## src/rtl/ht_detect_pkg.sv

```systemverilog
// Shared types and constants for the UART transmit arbiter.
package ht_detect_pkg;

    localparam int UART_BYTE_W   = 8;
    // Watchdog default: 50 ms at the 12 MHz board clock.
    localparam int TIMEOUT_12MHZ = 600000;

    typedef enum logic [2:0] {
        ST_IDLE      = 3'd0,
        ST_ARB       = 3'd1,
        ST_WAIT_BYTE = 3'd2,
        ST_LAUNCH    = 3'd3,
        ST_WAIT_BUSY = 3'd4,
        ST_WAIT_DONE = 3'd5
    } arb_state_t;

    function automatic int idx_width(input int n);
        return (n > 1) ? $clog2(n) : 1;
    endfunction

endpackage

```

## src/rtl/rr_arbiter.sv

```systemverilog
// Combinational round-robin pick: first set request scanning upward from rr_ptr+1,
// wrapping modulo N_REQ.
module rr_arbiter
    import ht_detect_pkg::*;
#(
    parameter int N_REQ = 2,
    parameter int IDX_W = idx_width(N_REQ)
) (
    input  logic [N_REQ-1:0] req,
    input  logic [IDX_W-1:0] rr_ptr,
    output logic [N_REQ-1:0] grant,
    output logic [IDX_W-1:0] winner,
    output logic             any
);

    logic [IDX_W-1:0] w_cand [N_REQ];

    genvar gi;
    generate
        for (gi = 0; gi < N_REQ; gi++) begin : g_cand
            // rr_ptr < N_REQ and offset <= N_REQ, so one subtraction wraps it.
            logic [IDX_W:0] w_sum;
            assign w_sum = {1'b0, rr_ptr} + (IDX_W+1)'(gi + 1);
            assign w_cand[gi] = (w_sum >= (IDX_W+1)'(N_REQ))
                              ? IDX_W'(w_sum - (IDX_W+1)'(N_REQ))
                              : w_sum[IDX_W-1:0];
        end
    endgenerate

    always_comb begin
        grant  = '0;
        winner = '0;
        any    = 1'b0;
        for (int k = 0; k < N_REQ; k++) begin
            if (!any && req[w_cand[k]]) begin
                any    = 1'b1;
                winner = w_cand[k];
            end
        end
        if (any) begin
            grant[winner] = 1'b1;
        end
    end

endmodule

```

## src/rtl/uart_tx_arbiter.sv

```systemverilog
// Frame-granular round-robin sharing of one UART transmitter between N_REQ byte-stream
// requesters, with a per-grant stall watchdog.
module uart_tx_arbiter
    import ht_detect_pkg::*;
#(
    parameter int N_REQ   = 2,
    parameter int TIMEOUT = TIMEOUT_12MHZ
) (
    input  logic                           clk,
    input  logic                           reset,
    input  logic [N_REQ-1:0]               req,
    input  logic [N_REQ-1:0]               byte_valid,
    input  logic [UART_BYTE_W*N_REQ-1:0]   byte_data,
    input  logic [N_REQ-1:0]               byte_last,
    output logic [N_REQ-1:0]               byte_ready,
    output logic [N_REQ-1:0]               grant,
    output logic [UART_BYTE_W-1:0]         tx_data_in,
    output logic                           tx_data_valid,
    input  logic                           bps_en_tx,
    output logic                           timeout_err
);

    localparam int IDX_W = idx_width(N_REQ);
    localparam int WD_W  = $clog2(TIMEOUT + 1);
    localparam logic [WD_W-1:0]  WD_LIMIT = WD_W'(TIMEOUT);
    localparam logic [IDX_W-1:0] RR_INIT  = IDX_W'(N_REQ - 1);

    arb_state_t             r_state,        w_state_next;
    logic [N_REQ-1:0]       r_grant,        w_grant_next;
    logic [IDX_W-1:0]       r_gidx,         w_gidx_next;
    logic [IDX_W-1:0]       r_rr,           w_rr_next;
    logic [WD_W-1:0]        r_wdog,         w_wdog_next;
    logic                   r_last,         w_last_next;
    logic [UART_BYTE_W-1:0] r_tx_data,      w_tx_data_next;
    logic                   r_tx_valid,     w_tx_valid_next;
    logic [N_REQ-1:0]       r_byte_ready,   w_byte_ready_next;
    logic                   r_timeout_err,  w_timeout_err_next;

    logic [UART_BYTE_W-1:0] w_bytes [N_REQ];
    logic [N_REQ-1:0]       w_arb_grant;
    logic [IDX_W-1:0]       w_arb_idx;
    logic                   w_arb_any;
    logic                   w_owner_req;
    logic                   w_owner_valid;
    logic                   w_owner_last;
    logic [WD_W-1:0]        w_wdog_inc;
    logic                   w_wdog_expire;

    genvar gi;
    generate
        for (gi = 0; gi < N_REQ; gi++) begin : g_unpack
            assign w_bytes[gi] = byte_data[gi*UART_BYTE_W +: UART_BYTE_W];
        end
    endgenerate

    rr_arbiter #(
        .N_REQ (N_REQ),
        .IDX_W (IDX_W)
    ) u_rr_arbiter (
        .req    (req),
        .rr_ptr (r_rr),
        .grant  (w_arb_grant),
        .winner (w_arb_idx),
        .any    (w_arb_any)
    );

    assign w_owner_req   = req[r_gidx];
    assign w_owner_valid = byte_valid[r_gidx];
    assign w_owner_last  = byte_last[r_gidx];

    // Saturating increment; the limit itself triggers the forced release.
    assign w_wdog_inc    = (r_wdog == WD_LIMIT) ? r_wdog : r_wdog + WD_W'(1);
    assign w_wdog_expire = (w_wdog_inc == WD_LIMIT);

    always_ff @(posedge clk) begin
        if (reset) begin
            r_state       <= ST_IDLE;
            r_grant       <= '0;
            r_gidx        <= '0;
            r_rr          <= RR_INIT;
            r_wdog        <= '0;
            r_last        <= 1'b0;
            r_tx_data     <= '0;
            r_tx_valid    <= 1'b0;
            r_byte_ready  <= '0;
            r_timeout_err <= 1'b0;
        end else begin
            r_state       <= w_state_next;
            r_grant       <= w_grant_next;
            r_gidx        <= w_gidx_next;
            r_rr          <= w_rr_next;
            r_wdog        <= w_wdog_next;
            r_last        <= w_last_next;
            r_tx_data     <= w_tx_data_next;
            r_tx_valid    <= w_tx_valid_next;
            r_byte_ready  <= w_byte_ready_next;
            r_timeout_err <= w_timeout_err_next;
        end
    end

    always_comb begin
        w_state_next       = r_state;
        w_grant_next       = r_grant;
        w_gidx_next        = r_gidx;
        w_rr_next          = r_rr;
        w_wdog_next        = r_wdog;
        w_last_next        = r_last;
        w_tx_data_next     = r_tx_data;
        w_tx_valid_next    = 1'b0;
        w_byte_ready_next  = '0;
        w_timeout_err_next = 1'b0;

        case (r_state)
            ST_IDLE: begin
                if (|req) begin
                    w_state_next = ST_ARB;
                end
            end

            ST_ARB: begin
                if (w_arb_any) begin
                    w_grant_next = w_arb_grant;
                    w_gidx_next  = w_arb_idx;
                    w_rr_next    = w_arb_idx;
                    w_wdog_next  = '0;
                    w_state_next = ST_WAIT_BYTE;
                end else begin
                    w_grant_next = '0;
                    w_state_next = ST_IDLE;
                end
            end

            ST_WAIT_BYTE: begin
                if (!w_owner_req) begin
                    w_grant_next = '0;
                    w_state_next = ST_IDLE;
                end else if (w_owner_valid && !bps_en_tx) begin
                    w_tx_data_next    = w_bytes[r_gidx];
                    w_byte_ready_next = r_grant;
                    w_last_next       = w_owner_last;
                    w_wdog_next       = '0;
                    w_state_next      = ST_LAUNCH;
                end else begin
                    w_wdog_next = w_wdog_inc;
                    if (w_wdog_expire) begin
                        w_timeout_err_next = 1'b1;
                        w_grant_next       = '0;
                        w_state_next       = ST_IDLE;
                    end
                end
            end

            ST_LAUNCH: begin
                w_tx_valid_next = 1'b1;
                w_state_next    = ST_WAIT_BUSY;
            end

            ST_WAIT_BUSY: begin
                w_wdog_next = w_wdog_inc;
                if (w_wdog_expire) begin
                    w_timeout_err_next = 1'b1;
                    w_grant_next       = '0;
                    w_state_next       = ST_IDLE;
                end else if (bps_en_tx) begin
                    w_state_next = ST_WAIT_DONE;
                end
            end

            ST_WAIT_DONE: begin
                w_wdog_next = w_wdog_inc;
                if (w_wdog_expire) begin
                    w_timeout_err_next = 1'b1;
                    w_grant_next       = '0;
                    w_state_next       = ST_IDLE;
                end else if (!bps_en_tx) begin
                    if (r_last) begin
                        w_grant_next = '0;
                        w_state_next = ST_IDLE;
                    end else begin
                        w_state_next = ST_WAIT_BYTE;
                    end
                end
            end

            default: begin
                w_grant_next = '0;
                w_state_next = ST_IDLE;
            end
        endcase
    end

    assign byte_ready    = r_byte_ready;
    assign grant         = r_grant;
    assign tx_data_in    = r_tx_data;
    assign tx_data_valid = r_tx_valid;
    assign timeout_err   = r_timeout_err;

endmodule

```

## config.mk

```make
export PLATFORM = sky130hd
export DESIGN_NAME = uart_tx_arbiter
export DESIGN_NICKNAME = d
export VERILOG_FILES = /design/src/rtl/ht_detect_pkg.sv /design/src/rtl/rr_arbiter.sv /design/src/rtl/uart_tx_arbiter.sv
export SDC_FILE = /design/constraint.sdc
export NUM_CORES = 1
export LEC_CHECK = 0
export ABC_CLOCK_PERIOD_IN_PS = 3750
export CORE_AREA = 2 2 68 70
export CTS_CLUSTER_DIAMETER = 100
export DETAILED_ROUTE_END_ITERATION = 10
export DIE_AREA = 0 0 70 72
export PLACE_DENSITY = 0.94
export RECOVER_POWER = 100
export SYNTH_ARGS = -nofsm -noshare
export SYNTH_HDL_FRONTEND = slang
export SYNTH_SLANG_ARGS = --single-unit
```

## constraint.sdc

```tcl
create_clock -name clk -period 3.75 [get_ports clk]
set_input_delay 0.75 -clock clk [delete_from_list [all_inputs] [get_ports clk]]
set_output_delay 0.75 -clock clk [all_outputs]
set_load 0.02 [all_outputs]
```

==> impl_metrics.env, run 1 <==
export IMPL_run_status="complete, no violations"
export IMPL_crit_fanout=7
export IMPL_powerDensity_mw_per_mm2=445
export IMPL_synth_cell_type_count=54
export IMPL_synth_seq_cells=40
export IMPL_area_growth_pct=18.3
export IMPL_hold_violations=0
export IMPL_post_route_cells_drive_above_1_share=0.0507
export IMPL_antenna_found_initial=0
export IMPL_async_flop_share=0
export IMPL_required_ns=3.89
export IMPL_seqPwrFrac=0.395
export IMPL_nFillCells=351
export IMPL_firstDrtPassIters=5
export IMPL_die_width_um=70
export IMPL_wl_per_cell_um=15.8
export IMPL_clock_path_buffers=2
export IMPL_synth_top_area_frac=0.329
export IMPL_holdPathEnd="tx_data_in[0]"
export IMPL_cp_cell_sequence="ha_1 -> nand3_1 -> nor2_1 -> and3_1 -> a31o_2 -> nor4b_1 -> and2_0 -> o32ai_1"
export IMPL_clock_skew_ns=0.00486
export IMPL_ir_drop_uv=228
export IMPL_synth_warnings=0
export IMPL_portBuffers=38
export IMPL_synth_edf_count=0
export IMPL_cp_end_kind="flop"
export IMPL_drv_cap=0
export IMPL_drtIter0Drc=392
export IMPL_dieArea_mm2=0.00504
export IMPL_vias=2494
export IMPL_yosys_most_used_dff="dfxtp_1"
export IMPL_grt_max_degree=26
export IMPL_core_mm2=0.00426
export IMPL_vias_per_cell=6.44
export IMPL_rows=24
export IMPL_avgSynthCellArea_um2=7.85
export IMPL_tns_ns=0
export IMPL_hold_start="tx_data_in[0]"
export IMPL_cpPeakStageDelay_ns=0.70
export IMPL_rr_worst_depth=8
export IMPL_ys_seq_area_frac=0.329
export IMPL_startpoint_type="flop"
export IMPL_final_cells=387
export IMPL_p_switching_uw=467
export IMPL_fp_dieH_um=72
export IMPL_r2r_setup_slack_ns=0.52
export IMPL_cts_hold_buf=0
export IMPL_pwr_share_comb=0.315
export IMPL_post_cts_buffers=0
export IMPL_start_util=0.570
export IMPL_hold_depth=2
export IMPL_fin_crit_sh=0.862
export IMPL_internal_power_uw=813
export IMPL_track_usage=0.240
export IMPL_synth_area_leaders="dfxtp_1, a21oi_1, nor2_1, mux2i_1, a211oi_1"
export IMPL_synth_cells=310
export IMPL_setup_viol=0
export IMPL_layout_commonest_cell="dfxtp_1"
export IMPL_drc_errors=0
export IMPL_grt_pass1_vias=2192
export IMPL_num_io_pins=39
export IMPL_slew_headroom=0.169
export IMPL_syn_nets=337
export IMPL_drt_wl_total_um=6110
export IMPL_cts_tree="built"
export IMPL_dpl_hpwl_um=4200
export IMPL_worst_pin_slew_ns=1.23
export IMPL_clk_latency_ns=0.30
export IMPL_grt_pass1_wl_um=9940
export IMPL_antenna_cells=0
export IMPL_nNetsFinal=361
export IMPL_final_util=0.675
export IMPL_switching_share=0.365
export IMPL_reg2reg_from="r_wdog[0]"
export IMPL_cts_resized=0
export IMPL_power_mw=1.28
export IMPL_antenna_left=0
export IMPL_min_path_type="reg2reg"
export IMPL_place_congestion=0.910
export IMPL_layout_common_cells="dfxtp_1, nor2_1, a21oi_1, clkdlybuf4s50_1, o21ai_0"
export IMPL_worstSetupPathType="reg2reg"
export IMPL_synth_top_area_cell="dfxtp_1"
export IMPL_maxSlewViolCount=0
export IMPL_cts_root_buf="clkbuf_8"
export IMPL_slowest_stage="nor4b_1"
export IMPL_setup_ws_ns=0.519
export IMPL_period_minus_slack_ns=3.23
export IMPL_clk_transition_reported_paths_ns=0.09
export IMPL_syn_area_mm2=0.00243
export IMPL_place_ws_ns=0.505
export IMPL_max_freq_ghz=0.309
export IMPL_overflow=0
export IMPL_htree_levels=2
export IMPL_place_inst=379
export IMPL_rr_endpoint="grant[0]"
export IMPL_arrival_ns=3.37
export IMPL_cts_sink_count=40
export IMPL_p_leak_nw=0.936
export IMPL_numCtsBuffers=5
export IMPL_p_clk_frac=0.289
export IMPL_grt_setup_unrepaired="false"
==> state kept, by name, summed over array words and instances (netlist names), 2 cells and up <==
register and flops:
r_state 3, grant 2, r_wdog 20, tx_data_in 8, byte_ready 2
==> how the worst max path moves through the flow <==
stage / to / slack, ns / startpoint
floorplan: r_wdog[18] / 1.38 / req[1]
global placement: r_wdog[12] / 0.58 / req[1]
detailed placement: r_wdog[10] / 0.51 / req[0]
CTS: r_wdog[10] / 0.81 / req[0]
global route: grant[0] / 0.36 / r_wdog[0]
finish: grant[0] / 0.52 / r_wdog[0]
==> synth_stat cells, types with 5 or more instances <==
| master | n |
|---|---|
| a211oi_1 | 12 |
| a21oi_1 | 30 |
| and2_1 | 5 |
| and3_1 | 7 |
| buf_2 | 8 |
| clkbuf_1 | 10 |
| dfxtp_1 | 40 |
| inv_1 | 6 |
| mux2i_1 | 12 |
| nand2_1 | 14 |
| nand2b_1 | 8 |
| nand3_1 | 16 |
| nand4_1 | 6 |
| nor2_1 | 39 |
| nor3_1 | 9 |
| nor4_1 | 8 |
| o21ai_0 | 17 |
==> critical path: cells and delay by family (launching register included) <==
family,cells,cell delay [ns]
simple gates,5,1.95
fa+ha+maj,1,0.32
flops,1,0.46
compound gates,2,0.33
==> power by group through the flow <==
| stage | Combinational (mW) | Sequential (mW) | Clock [mW] |
|---|---|---|---|
| 2_1_floorplan | 0.303 | 0.494 | 0 |
| 3_3_place_gp | 0.379 | 0.510 | 0 |
| 4_1_cts | 0.400 | 0.504 | 0.372 |
| 5_1_grt | 0.439 | 0.512 | 0.391 |
| 3_5_place_dp | 0.393 | 0.515 | 0 |
| 6_report | 0.404 | 0.506 | 0.370 |
==> layout make-up <==
cell class,instances,area (um^2),share of cell area
timing repair buffer,40,392,0.136
sequential,40,801,0.278
inverter,6,22.5,0.00783
clock buffer,5,68.8,0.0239
tap,52,65.1,0.0226
multi-input combinational,241,1480,0.515
clock inverter,3,46.3,0.0161
==> through the flow <==
step | hold slack, ns | cell area (um^2)
after floorplan | 0.471 | 2430
after detailed placement | 0.499 | 2780
after global placement | 0.485 | 2780
after CTS | 0.513 | 2900
after global routing | 0.536 | 2880
final | 0.506 | 2880
==> layer usage <==
metal,wire (um),share of wire,vias to the layer above,GRT usage
met2,2950,0.48,121,0.397
met5,0,0,-,0
met1,2540,0.42,1148,0.298
met3,425,0.070,26,0.0514
met4,193,0.032,0,0.118
li1,-,-,1199,-
==> cells by family (layout without fill, tap and decap cells) <==
logic type,count (synthesis),in the layout,share of synthesized area
mux,13,13,0.0550
xor+xnor,5,5,0.0180
compound gates,87,87,0.228
flops,40,40,0.329
simple gates,134,134,0.303
fa+ha+maj,2,2,0.0103
buf+inv,29,54,0.0561
Power figures use the tool's default switching activity.
==> run 2: changes to the inputs <==
--- a/config.mk
+++ b/config.mk
@@ -5,7 +5,7 @@
 export SDC_FILE = /design/constraint.sdc
 export NUM_CORES = 1
 export LEC_CHECK = 0
-export ABC_CLOCK_PERIOD_IN_PS = 3750
+export ABC_CLOCK_PERIOD_IN_PS = 3900
 export CORE_AREA = 2 2 68 70
 export CTS_CLUSTER_DIAMETER = 100
 export DETAILED_ROUTE_END_ITERATION = 10
==> constraint.sdc (replaced) <==
create_clock -name clk -period 3.9 [get_ports clk]
set_input_delay 0.78 -clock clk [delete_from_list [all_inputs] [get_ports clk]]
set_output_delay 0.78 -clock clk [all_outputs]
set_load 0.02 [all_outputs]
==> run 2 against run 1 <==
  * Global-route usage increased by 0.21 points
  * Cell count increased by 0.26%
  * Clock skew hardly changed
  * Utilization unchanged
  * Largest power group unchanged
  * Worst hold slack lost 0.012 ns
  * Combinational power decreased by 2%
  * First-iteration DRC count down 16%
  * Final area unchanged
==> impl_metrics.env, run 2 (same netlist as run 1, synthesis figures left out) <==
export IMPL_p_clk_frac=0.278
export IMPL_largest_register_ff_count=20
export IMPL_wl_per_cell_um=15.6
export IMPL_firstDrtPassIters=5
export IMPL_cp_end_kind="flop"
export IMPL_clk_transition_reported_paths_ns=0.08
export IMPL_final_util=0.675
export IMPL_grt_setup_unrepaired="false"
export IMPL_tns_ns=0
export IMPL_required_ns=4.09
export IMPL_htree_levels=2
export IMPL_grt_max_degree=28
export IMPL_internal_power_uw=787
export IMPL_place_ws_ns=0.580
export IMPL_nFillCells=348
export IMPL_dpl_hpwl_um=4300
export IMPL_num_io_pins=39
export IMPL_critPathLaunch="req[1]"
export IMPL_clock_path_buffers=2
export IMPL_p_leak_nw=0.941
export IMPL_postPlaceCellArea_mm2=0.00279
export IMPL_setup_viol=0
export IMPL_portBuffers=38
export IMPL_ir_drop_uv=289
export IMPL_switching_share=0.354
export IMPL_crit_fanout=24
export IMPL_p_switching_uw=432
export IMPL_drc_errors=0
export IMPL_met1_usage=0.288
export IMPL_vias=2502
export IMPL_period_minus_slack_ns=3.35
export IMPL_final_cells=388
export IMPL_grt_pass1_wl_um=10100
export IMPL_cts_hold_buf=0
export IMPL_startpoint_type="primary input"
export IMPL_slew_headroom=0.192
export IMPL_clk_latency_ns=0.29
export IMPL_clock_skew_ns=0.00502
export IMPL_max_freq_ghz=0.299
export IMPL_dieArea_mm2=0.00504
export IMPL_top_usage_layer="met2"
export IMPL_numCtsBuffers=5
export IMPL_hold_violations=0
export IMPL_arrival_ns=3.54
export IMPL_hold_start="tx_data_in[0]"
export IMPL_design_area_mm2=0.00288
export IMPL_whs_ns=0.494
export IMPL_min_path_type="reg2reg"
export IMPL_setup_ws_ns=0.551
export IMPL_layout_commonest_cell="dfxtp_1"
export IMPL_run_status="complete, no violations"
export IMPL_pwr_share_comb=0.324
export IMPL_drv_cap=0
export IMPL_post_cts_buffers=0
export IMPL_powerDensity_mw_per_mm2=423
export IMPL_track_usage=0.242
export IMPL_worstSetupPathType="in2reg"
export IMPL_antenna_cells=0
export IMPL_start_util=0.570
export IMPL_die_width_um=70
export IMPL_grt_pass1_vias=2243
export IMPL_r2r_setup_slack_ns=0.62
export IMPL_layout_common_cells="dfxtp_1, nor2_1, a21oi_1, clkdlybuf4s50_1, o21ai_0"
export IMPL_cts_sink_count=40
export IMPL_core_mm2=0.00426
export IMPL_fin_crit_sh=0.859
export IMPL_rows=24
export IMPL_top_register="r_wdog"
export IMPL_antenna_found_initial=0
export IMPL_post_route_cells_drive_above_1_share=0.0506
export IMPL_seqPwrFrac=0.398
export IMPL_drtIter0Drc=331
export IMPL_cts_tree="built"
export IMPL_maxSlewViolCount=0
export IMPL_place_congestion=0.913
export IMPL_fp_dieH_um=72
export IMPL_overflow=0
export IMPL_place_inst=380
export IMPL_area_growth_pct=18.3
export IMPL_drt_wl_total_um=6040
export IMPL_nNetsFinal=362
export IMPL_antenna_left=0
export IMPL_met2_usage=0.426
export IMPL_reg2reg_from="r_wdog[0]"
export IMPL_worst_pin_slew_ns=1.21
export IMPL_cts_root_buf="clkbuf_8"
export IMPL_power_mw=1.22
export IMPL_grt_use_met3=0.0458
export IMPL_cts_resized=0
export IMPL_vias_per_cell=6.45
## run 2: path summary, 6_finish.rpt
kind / cells after the start / to
max: 8 / r_wdog[10]
min: 2 / tx_data_in[0]
max reg2reg: 8 / grant[0]
min reg2reg: 2 / tx_data_in[0]
## run 2: worst max-delay path, cell delays in order
cell and delay (ns):
dlygate4sd3_1 0.60, mux2i_1 0.09, or3_1 0.51, or2_1 0.31, and2_0 0.58, nor2_1 0.32
a31oi_1 0.12, a311oi_1 0.24
## run 2: cell type report
class	instances	area (um^2)	share of cell area
Sequential cell	40	801	0.278
Timing Repair Buffer	41	399	0.139
Multi-Input combinational cell	241	1480	0.515
Tap cell	52	65.1	0.0226
Inverter	6	22.5	0.00783
Clock buffer	6	72.6	0.0252
Clock inverter	2	35.0	0.0122
## run 2: power groups by stage
stage          registers [mW]  clock network, mW  logic [mW]
6_report                0.485              0.338       0.395
5_1_grt                 0.492              0.359       0.438
4_1_cts                 0.484              0.340       0.396
3_5_place_dp            0.494                  0       0.392
3_3_place_gp            0.490                  0       0.374
2_1_floorplan           0.475                  0       0.292
## run 2: routing by layer
metal  up-vias  wire length, um
li1       1191                -
met1      1162             2420
met2       129             3060
met3        20              414
met4         0              138
met5         -                0
